<file path="config.mk">
export PLATFORM = sky130hd
export DESIGN_NAME = spectrum_mmu
export DESIGN_NICKNAME = d
export VERILOG_FILES = /design/src/rtl/spectrum_mmu.sv
export SDC_FILE = /design/constraint.sdc
export NUM_CORES = 1
export LEC_CHECK = 0
export BUFFER_PORTS_ARGS = -buffer_cell sky130_fd_sc_hd__buf_4
export CAP_MARGIN = 20
export CORE_ASPECT_RATIO = 1.4
export CORE_MARGIN = 1.5
export CORE_UTILIZATION = 37
export CTS_BUF_LIST = sky130_fd_sc_hd__clkbuf_8
export CTS_CLUSTER_SIZE = 10
export DETAILED_ROUTE_END_ITERATION = 6
export PLACE_DENSITY = 0.82
export RECOVER_POWER = 100
export REMOVE_ABC_BUFFERS = 1
export SYNTH_ARGS = -nofsm -noshare
export SYNTH_HDL_FRONTEND = slang
export SYNTH_SLANG_ARGS = --single-unit
</file>
<file path="constraint.sdc">
create_clock -name clk -period 2.4 [get_ports clk]
set_clock_uncertainty 0.2 [all_clocks]
set_input_delay 0.24 -clock clk [delete_from_list [all_inputs] [get_ports clk]]
set_output_delay 0.24 -clock clk [all_outputs]
set_load 0.02 [all_outputs]
</file>
<file path="src/rtl/spectrum_mmu.sv">
// Spectrum 128-style memory manager: CPU clock-enable divider, paging
// register, bank/ROM mapping and a loader that can take over RAM.
module spectrum_mmu #(
    parameter int RAM_BANKS = 8,
    parameter int ROM_PAGES = 2,
    parameter int CLK_DIV   = 8,
    localparam int BB = $clog2(RAM_BANKS),
    localparam int RB = (ROM_PAGES > 2) ? $clog2(ROM_PAGES) : 1
) (
    input  logic          clk,
    input  logic          reset,
    input  logic [15:0]   cpu_addr,
    input  logic          cpu_mreq_n,
    input  logic          cpu_iorq_n,
    input  logic          cpu_wr_n,
    input  logic [7:0]    cpu_dout,
    input  logic          ld_start,
    input  logic          ld_stop,
    input  logic          ld_wr,
    input  logic [BB+13:0] ld_addr,
    input  logic [7:0]    ld_data,
    input  logic          ld_page_wr,
    output logic          cpu_ce,
    output logic          loading,
    output logic          rom_cs,
    output logic [RB+13:0] rom_addr,
    output logic          ram_we,
    output logic [BB+13:0] ram_addr,
    output logic [7:0]    ram_din,
    output logic [7:0]    page_reg,
    output logic          screen_bank
);

    localparam int CW = (CLK_DIV > 2) ? $clog2(CLK_DIV) : 1;
    localparam logic [CW-1:0] LAST = CW'(CLK_DIV - 1);

    // A 4-bank build folds the fixed banks 5 and 2 onto 1 and 2.
    localparam logic [BB-1:0] BANK5 = (RAM_BANKS == 4) ? BB'(1) : BB'(5);
    localparam logic [BB-1:0] BANK2 = BB'(2);

    typedef enum logic [1:0] {
        RUN  = 2'd0,
        HOLD = 2'd1,
        LOAD = 2'd2
    } state_e;

    state_e        state_q;
    logic [CW-1:0] cnt_q;
    logic          loading_q;
    logic [7:0]    page_q;
    logic [7:0]    page_d;

    logic          ce_slot;
    logic          ld_mode;
    logic          cpu_pg_wr;
    logic          cpu_ram_wr;
    logic [BB-1:0] pg_bank;
    logic [BB-1:0] cpu_bank;
    logic [RB-1:0] rom_page;

    always_ff @(posedge clk) begin
        if (reset) begin
            state_q   <= RUN;
            cnt_q     <= '0;
            loading_q <= 1'b0;
        end else begin
            cnt_q <= (cnt_q == LAST) ? '0 : cnt_q + 1'b1;
            unique case (state_q)
                RUN: begin
                    if (ld_start) begin
                        state_q <= HOLD;
                    end
                end
                HOLD: begin
                    // Leave only once the skipped CPU slot has passed.
                    if (cnt_q == LAST) begin
                        state_q   <= LOAD;
                        loading_q <= 1'b1;
                    end
                end
                LOAD: begin
                    if (ld_stop) begin
                        state_q   <= RUN;
                        cnt_q     <= '0;
                        loading_q <= 1'b0;
                    end
                end
                default: begin
                    state_q   <= RUN;
                    loading_q <= 1'b0;
                end
            endcase
        end
    end

    assign ce_slot = (cnt_q == LAST);
    assign cpu_ce  = ce_slot && (state_q == RUN);
    assign ld_mode = (state_q == LOAD);
    assign loading = loading_q;

    assign cpu_pg_wr = cpu_ce && !cpu_iorq_n && !cpu_wr_n
                    && !cpu_addr[15] && !cpu_addr[1] && !page_q[5];

    always_comb begin
        page_d = page_q;
        unique case (1'b1)
            ld_mode && ld_page_wr: page_d = ld_data;
            cpu_pg_wr:             page_d = cpu_dout;
            default:               page_d = page_q;
        endcase
    end

    always_ff @(posedge clk) begin
        if (reset) begin
            page_q <= 8'h00;
        end else begin
            page_q <= page_d;
        end
    end

    assign page_reg    = page_q;
    assign screen_bank = page_q[3];

    assign pg_bank = BB'(page_q[2:0]);

    always_comb begin
        cpu_bank = '0;
        unique case (1'b1)
            cpu_addr[15:14] == 2'b01: cpu_bank = BANK5;
            cpu_addr[15:14] == 2'b10: cpu_bank = BANK2;
            cpu_addr[15:14] == 2'b11: cpu_bank = pg_bank;
            default:                  cpu_bank = '0;
        endcase
    end

    assign rom_page = (ROM_PAGES == 1) ? '0 : RB'(page_q[4]);
    assign rom_addr = {rom_page, cpu_addr[13:0]};
    assign rom_cs   = !cpu_mreq_n && (cpu_addr[15:14] == 2'b00);

    assign cpu_ram_wr = cpu_ce && !cpu_mreq_n && !cpu_wr_n
                     && (cpu_addr[15:14] != 2'b00);

    assign ram_addr = ld_mode ? ld_addr : {cpu_bank, cpu_addr[13:0]};
    assign ram_we   = ld_mode ? ld_wr   : cpu_ram_wr;
    assign ram_din  = ld_mode ? ld_data : cpu_dout;

endmodule

</file>
==> Word level (Yosys, flattened, before mapping) <==
Cells that the tools add are included.
{ "totals": {"register_bits": 14, "inputBits": 58, "out_inout_bits": 53, "wordCells": 53} }
{ "op_classes": {"n_addsub": 1, "eq_ne": 9, "n_mux": 15, "bitwise": 1, "n_reduce_logical": 23} }
{ "op_table": {"columns": ["operator", "count"], "rows": [
  ["$mux W17", 1],
  ["$pmux W8 S2", 1],
  ["$logic_and A1 B1 Y1", 11],
  ["$mux W3", 3],
  ["$pmux W3 S3", 1],
  ["$mux W8", 1],
  ["$eq A2 B2 Y1 const B", 3],
  ["$logic_not A1 Y1", 6],
  ["$mux W2", 3],
  ["$ne A2 B2 Y1 const B", 3],
  ["$pmux W2 S3", 1],
  ["$reduce_and A3 Y1", 2],
  ["$eq A2 B1 Y1 const B", 2],
  ["$logic_not A2 Y1", 2],
  ["$reduce_bool A2 Y1", 2],
  ["$add A3 B1 Y3 const B", 1],
  ["$eq A3 B3 Y1 const B", 1],
  ["$mux W1", 3],
  ["$pmux W1 S3", 1],
  ["$not A1 Y1", 1]
]} }

==> Longest topological paths before layout <==
Gate-level depths: netlist (run 1).
{ "depth": {"word_depth": 8, "depth_mapped": 7} }

==> Worst setup path before layout (run 1) <==
Ideal clock, no wire load.
{ "synth_path": {"path_kind": "register to output", "from": "register cnt_q[0]", "to": "output ram_we", "arrival_time_ps": 1770, "t_required_ps": 1960, "path_slack_ps": 190, "path_stages_with_launch": 6, "path_buffers": 1, "path_cell_list": "dfxtp_1 ha_1 ha_1 or4b_1 buf_2 o31ai_1"} }
{ "synth_via": {"elab_chain_cells": 6} }
{ "synth_rtl": {"columns": ["item", "line", "rtl"], "rows": [
  ["start, declared", "48", "logic [CW-1:0] cnt_q;"],
  ["start signal, assigned", "67", "cnt_q <= (cnt_q == LAST) ? '0 : cnt_q + 1'b1;"],
  ["$eq A3 B3 Y1", "96", "assign ce_slot = (cnt_q == LAST);"],
  ["$logic_and A1 B1 Y1", "97", "assign cpu_ce = ce_slot && (state_q == RUN);"],
  ["$logic_and A1 B1 Y1 (2 in series)", "140", "assign cpu_ram_wr = cpu_ce && !cpu_mreq_n && !cpu_wr_n"],
  ["$logic_and A1 B1 Y1", "141", "&& (cpu_addr[15:14] != 2'b00);"],
  ["$mux W1", "144", "assign ram_we = ld_mode ? ld_wr : cpu_ram_wr;"],
  ["end, declared", "27", "output logic ram_we,"]
]} }
Every way passes these cells.

==> Worst setup path after layout (run 1) <==
Ends and elaborated chain as after synthesis.

==> results of run 1 <==
==> worst paths after layout <==
| kind | start | to | depth (start not counted) |
|---|---|---|---|
| hold / removal | ld_start | state_q[0]$_SDFFE_PP0P_ | 3 |
| hold reg to reg | cnt_q[0]$_SDFF_PP0_ | cnt_q[0]$_SDFF_PP0_ | 1 |
| setup reg to reg | cnt_q[0]$_SDFF_PP0_ | page_reg[6]$_SDFFE_PP0P_ | 5 |
| setup / recovery | cnt_q[0]$_SDFF_PP0_ | ram_we | 5 |
==> layer usage <==
metal / global-route usage [%] / share of wire (%) / wire length, microns / up-vias
met5: 0 / 0 / 0 / -
met4: 12.5 / 4.9 / 197 / 0
met3: 7.76 / 12 / 471 / 12
met2: 42.6 / 51 / 2060 / 90
met1: 21.2 / 33 / 1330 / 610
li1: - / - / - / 633
==> where the power goes <==
group	switching [uW]	internal, uW	total, uW
clock	73.8	111	184
combinational	104	104	208
sequential	2.66	238	241
total	181	453	633
==> area by class of cell <==
type | instances | share of cell area (%)
repair buffers | 114 | 40.1
flip-flops and latches | 14 | 15.8
multi-input cells | 89 | 38.5
clock buffers | 3 | 2.33
well taps | 37 | 2.61
inverters | 3 | 0.635
==> synth_stat cells (2+ instances only) <==
master / n
nand3b_1: 2
buf_2: 2
mux2_1: 13
nor3_1: 11
a21oi_1: 3
nor2_1: 2
buf_6: 2
nand2_1: 22
buf_4: 16
and2_1: 2
mux2_2: 9
buf_1: 5
o21ai_1: 3
inv_1: 3
o21ai_0: 4
a311oi_2: 8
ha_1: 2
dfxtp_1: 14
==> logic make-up (layout without fill, tap and decap cells) <==
logic type / Yosys count / in the layout
AOI/OAI and AO/OA: 19 / 19
and+or+nand+nor: 45 / 45
adders and majority gates: 2 / 2
buffers and inverters: 29 / 120
muxes: 23 / 23
DFF: 14 / 14
==> through the flow <==
stage               TNS, ps  std cells  util (%)  hold slack, ps
finish                    0        260      61.0            89.6
global route          -17.7        260      61.0             101
CTS                       0        260      65.9            88.2
detailed placement        0        257      64.5             218
global placement          0        257      64.5             212
floorplan             -6460        106         -             108
==> critical path, cell delays in order, from the launching register on <==
cell     delay, ps
dfxtp_1        330
ha_1           140
ha_1           190
or4b_4         520
o31ai_1        230
buf_4          180
==> impl_metrics.toml, run 1 <==
[worst_setup_path]
critical_path_class = "flip-flop to output pin"
cp-start-kind = "flip-flop"
cp_max_fo = 6
cp.arrival_ps = 1840
end_kind = "output pin"
rrSetupSlack_ps = 260
critPathRequiredTime_ps = 1960

[route]
wl_mm = 4.06
post_drt_via_cell_ratio = 5.17
drcViolationCount = 0
postRouteAntennaNets = 0
dr.pass1.iters = 4
drt_first_iter_violations = 35
wl_per_cell_microns = 15.6
vias = 1345

[yosys]
synth-xor-area-share_pct = 0
yosys-top-cells-area = "dfxtp_1, mux2_1, a311oi_2"
synth_compound_area_share_pct = 15.5
yosysWarningCount = 0
synthAdderAreaFrac_pct = 2.18
synthCells = 132
ys_seq_elements = 14
synth_top_area_share_pct = 24.5
syn_area_sq_um = 1150
synth_mux_area_share_pct = 22.5
ys.flop_type = "dfxtp_1"
synth_top_family_by_area = "multiplexers"
synthArstFlopShare_pct = 0
synth_area_per_cell_sq_um = 8.68
yosysSeqAreaShare_pct = 24.5
synth-edff-count = 0
post_synth_and_or_nand_nor_area_fraction_pct = 19.1
synth_cell_types = 27
yosysTopAreaCell = "dfxtp_1"

[place]
place_ws_ps = 221
gp_congestion = 0.739
hpwlAfterDp_mm = 3.39
numPortBuffers = 110
placed_area_sq_um = 1880

[outcome]
status = "completed"

[finish]
antenna_cells = 0
multi_input_area_sq_um = 683
n_fill_cell = 316
largest_register_ffs = 8
drive_above_1_share_pct = 43.5
ff_latch_area_sq_um = 280
layout_common_cells = "buf_4, clkbuf_1, nand2_1, dfxtp_1, mux2_1"
layout_commonest_cell = "buf_4"
final_nets = 285
area_growth_pct = 54.7
final_area_sq_um = 1770

[clock_tree]
cts.sinks = 14
cts_setup_buffers = 0
cts_hold_buf = 0
cts_root_buf = "clkbuf_8"
clock_path_buffers = 2
numCtsBuffers = 3
clkTransAtPathRegs_ps = 50
clock_latency_ps = 240
cts.repair.resized = 0
h-tree-depth = 1
cts_tree = "built"

[global_routing]
antenna_found_initial = 0
grt_remaining_overflow = 0
grt_max_degree = 22
grt_use_total_pct = 22.6
grt_pass1_vias = 1233
grt_pass1_wl_mm = 5.87

[sta]
maxSlewHeadroom_pct = 71.6
setup_ws_ps = 120
finalCritPeriodShare_pct = 95.0
worstMarginPinSlew_ps = 426
clock.fmax_mhz = 439
finalCriticalPeriod_ps = 2280
hold_viol = 0
setup_viol = 0
slew_viol_final = 0

[power]
ir_drop_mv = 0.436
finalPower_uw = 633
p_leak_uw = 0.000737
pwr_density_cell_nw_per_um2 = 357

[floorplanning]
io_pins = 111
die_w_microns = 50.0
design.die.area_sq_um = 3440
num_rows = 23
fp.dieH_microns = 68.9
initial_core_util_pct = 39.4
core_area_sq_um = 2910

[run]
max_cap_violations = 0

[min_path]
hold_class = "input port to flip-flop"
Note: power is estimated with default switching activity, not from simulation.
==> run 2: changes to the inputs <==
ABC_AREA = 1   (was unset)
CORE_UTILIZATION = 39   (was 37)
PLACE_DENSITY = 0.83   (was 0.82)
==> run 2 against run 1 <==
Against the previous run: utilization fell by 2.2 points; clock power is essentially flat; sequential share of layout area shrank 0.24 points; critical path depth rose by 1; synthesized area is 8.3% higher; flip-flop and latch count unchanged; hold slack worse by 37 ps; count of clock-buffer cells in the layout is the same; non-clock buffer count fell by 3; sequential power is essentially flat.
==> impl_metrics.toml, run 2 <==
[outcome]
status = "completed"

[floorplanning]
core_area_sq_um = 3060
fp.dieH_microns = 69.8
num_rows = 24
initial_core_util_pct = 40.5
io_pins = 111
die_w_microns = 50.7
design.die.area_sq_um = 3530

[sta]
whs_ps = 52.5
maxSlewHeadroom_pct = 72.0
finalCriticalPeriod_ps = 2080
worstMarginPinSlew_ps = 419
hold_viol = 0
setup-tns-final_ps = 0
setup_viol = 0
setup_ws_ps = 323
rsz0062_at_grt = "no"
clock.fmax_mhz = 482
finalCritPeriodShare_pct = 86.5
slew_viol_final = 0

[clock_tree]
numCtsBuffers = 3
clock_path_buffers = 2
cts.repair.resized = 0
h-tree-depth = 1
cts_tree = "built"
clock_latency_ps = 240
cts_root_buf = "clkbuf_8"
cts.sinks = 14
clkTransAtPathRegs_ps = 50
cts_setup_buffers = 0
cts_hold_buf = 0

[route]
drt_first_iter_violations = 28
wl_per_cell_microns = 11.0
vias = 1562
wl_mm = 3.72
post_drt_via_cell_ratio = 4.62
dr.pass1.iters = 4
drcViolationCount = 0
postRouteAntennaNets = 0

[yosys]
yosysWarningCount = 0
yosysMostFrequentCell = "nand2_1"
synth_top_cells_by_count = "nand2_1, nand3_1, inv_1, buf_4, dfxtp_1"
synthCells = 208
yosysTopAreaCell = "nand2_1"
yosys-top-cells-area = "nand2_1, dfxtp_1, buf_4"
synth-edff-count = 0
yosysSeqAreaShare_pct = 22.6
synth_area_per_cell_sq_um = 5.97
synth_cell_types = 23
syn_area_sq_um = 1240
ys_seq_elements = 14
synthArstFlopShare_pct = 0
synth_top_area_share_pct = 26.3
ys.flop_type = "dfxtp_1"

[global_routing]
grt_use_total_pct = 21.0
grt_pass1_wl_mm = 5.95
grt_max_degree = 36
antenna_found_initial = 0
grt_pass1_vias = 1345
grt_remaining_overflow = 0

[worst_setup_path]
cpPeakStageDelay_ps = 300
critical_path_class = "flip-flop to output pin"
crit_top_cell = "nand2_1"
critical-path-top-delay-family = "buffers and inverters"
cp.arrival_ps = 1640
critPathRequiredTime_ps = 1960
cp_cell_sequence = "inv_1 -> nand2_1 -> buf_4 -> nand2_1 -> o21ai_0 -> clkbuf_1"
ff2ff_path_depth = 8
cp-start-kind = "flip-flop"
rr_startpoint = "cnt_q[0]$_SDFF_PP0_"
end_kind = "output pin"
worst-path-buf-inv = 3
cp_max_fo = 15
r2r_end = "page_reg[7]$_SDFFE_PP0P_"
rrSetupSlack_ps = 530
cpMaxStageDelayCell = "dfxtp_1"

[finish]
drive_above_1_share_pct = 25.8
layout_common_cells = "nand2_1, buf_4, clkbuf_1, nand3_1, inv_1"
area_growth_pct = 45.1
ff_latch_area_sq_um = 280
fin_util_pct = 58.8
antenna_cells = 0
multi_input_area_sq_um = 689
largest_register_ffs = 8
layout_commonest_cell = "nand2_1"
final_nets = 361
n_fill_cell = 356

[place]
place_ws_ps = 695
numPortBuffers = 110
gp_congestion = 0.743
hpwlAfterDp_mm = 3.02

[power]
pwr_density_cell_nw_per_um2 = 352
p_leak_uw = 0.000934
ir_drop_mv = 0.288

[min_path]
worstHoldEndpoint = "page_reg[3]$_SDFFE_PP0P_"
hold_path_depth = 2
hold_class = "input port to flip-flop"
worstHoldStart = "reset"

[run]
max_cap_violations = 0
## run 2: through the flow
stage / instance area [sq um] / total power (uW) / cells
6_report: 1800 / 633 / 338
5_1_grt: 1800 / 666 / 338
3_3_place_gp: 1960 / 479 / 335
4_1_cts: 2000 / 667 / 338
3_5_place_dp: 1960 / 481 / 335
2_1_floorplan: 1080 / 323 / 185
## run 2: per-layer routing
layer | share of wire, % | GRT usage [%] | routed length (microns) | up-vias
met5 | 0 | 0 | 0 | -
met4 | 1.2 | 6.31 | 46 | 0
met3 | 8.9 | 3.88 | 331 | 5
met2 | 50 | 39.5 | 1870 | 78
met1 | 40 | 22.9 | 1470 | 662
li1 | - | - | - | 817
## run 2: cells by family after synthesis
| family | Yosys count | share of synthesized area [%] |
|---|---|---|
| AOI/OAI and AO/OA | 22 | 9.78 |
| and+or+nand+nor | 123 | 44.7 |
| adders and majority gates | 2 | 2.02 |
| buffers and inverters | 47 | 21.0 |
| DFF | 14 | 22.6 |
## run 2: cell type report
type	instances	share of cell area (%)
sequential	14	15.6
clock buffer	3	2.29
timing repair buffer	111	35.9
inverter	24	5.28
tap	39	2.71
multi-input combinational	147	38.3
## run 2: how the worst max path moves through the flow
stage | from | end | slack (ps) | depth (start not counted)
finish | state_q[0]$_SDFFE_PP0P_ | ram_addr[16] | 320 | 6
detailed placement | state_q[0]$_SDFFE_PP0P_ | ram_addr[14] | 700 | 6
global route | state_q[0]$_SDFFE_PP0P_ | ram_din[3] | 150 | 6
global placement | state_q[0]$_SDFFE_PP0P_ | ram_addr[16] | 720 | 6
CTS | state_q[0]$_SDFFE_PP0P_ | ram_addr[14] | 430 | 6
floorplan | state_q[0]$_SDFFE_PP0P_ | ram_addr[15] | 430 | 4
## run 2: power breakdown
| group | leakage [uW] | total (uW) | switching, uW | internal, uW |
|---|---|---|---|---|
| clock | 0.0000216 | 187 | 75.7 | 111 |
| combinational | 0.000798 | 206 | 112 | 93.6 |
| sequential | 0.000114 | 241 | 2.09 | 239 |
| total | 0.000934 | 633 | 190 | 443 |
## run 2: worst register-to-register path: cells and delay by family (launching register included)
family / cells / cell delay (ps)
AO/OA/AOI/OAI: 1 / 110
adder cells (fa/ha/maj): 2 / 370
buffers and inverters: 1 / 70
flip-flops: 1 / 340
AND/OR/NAND/NOR: 4 / 700
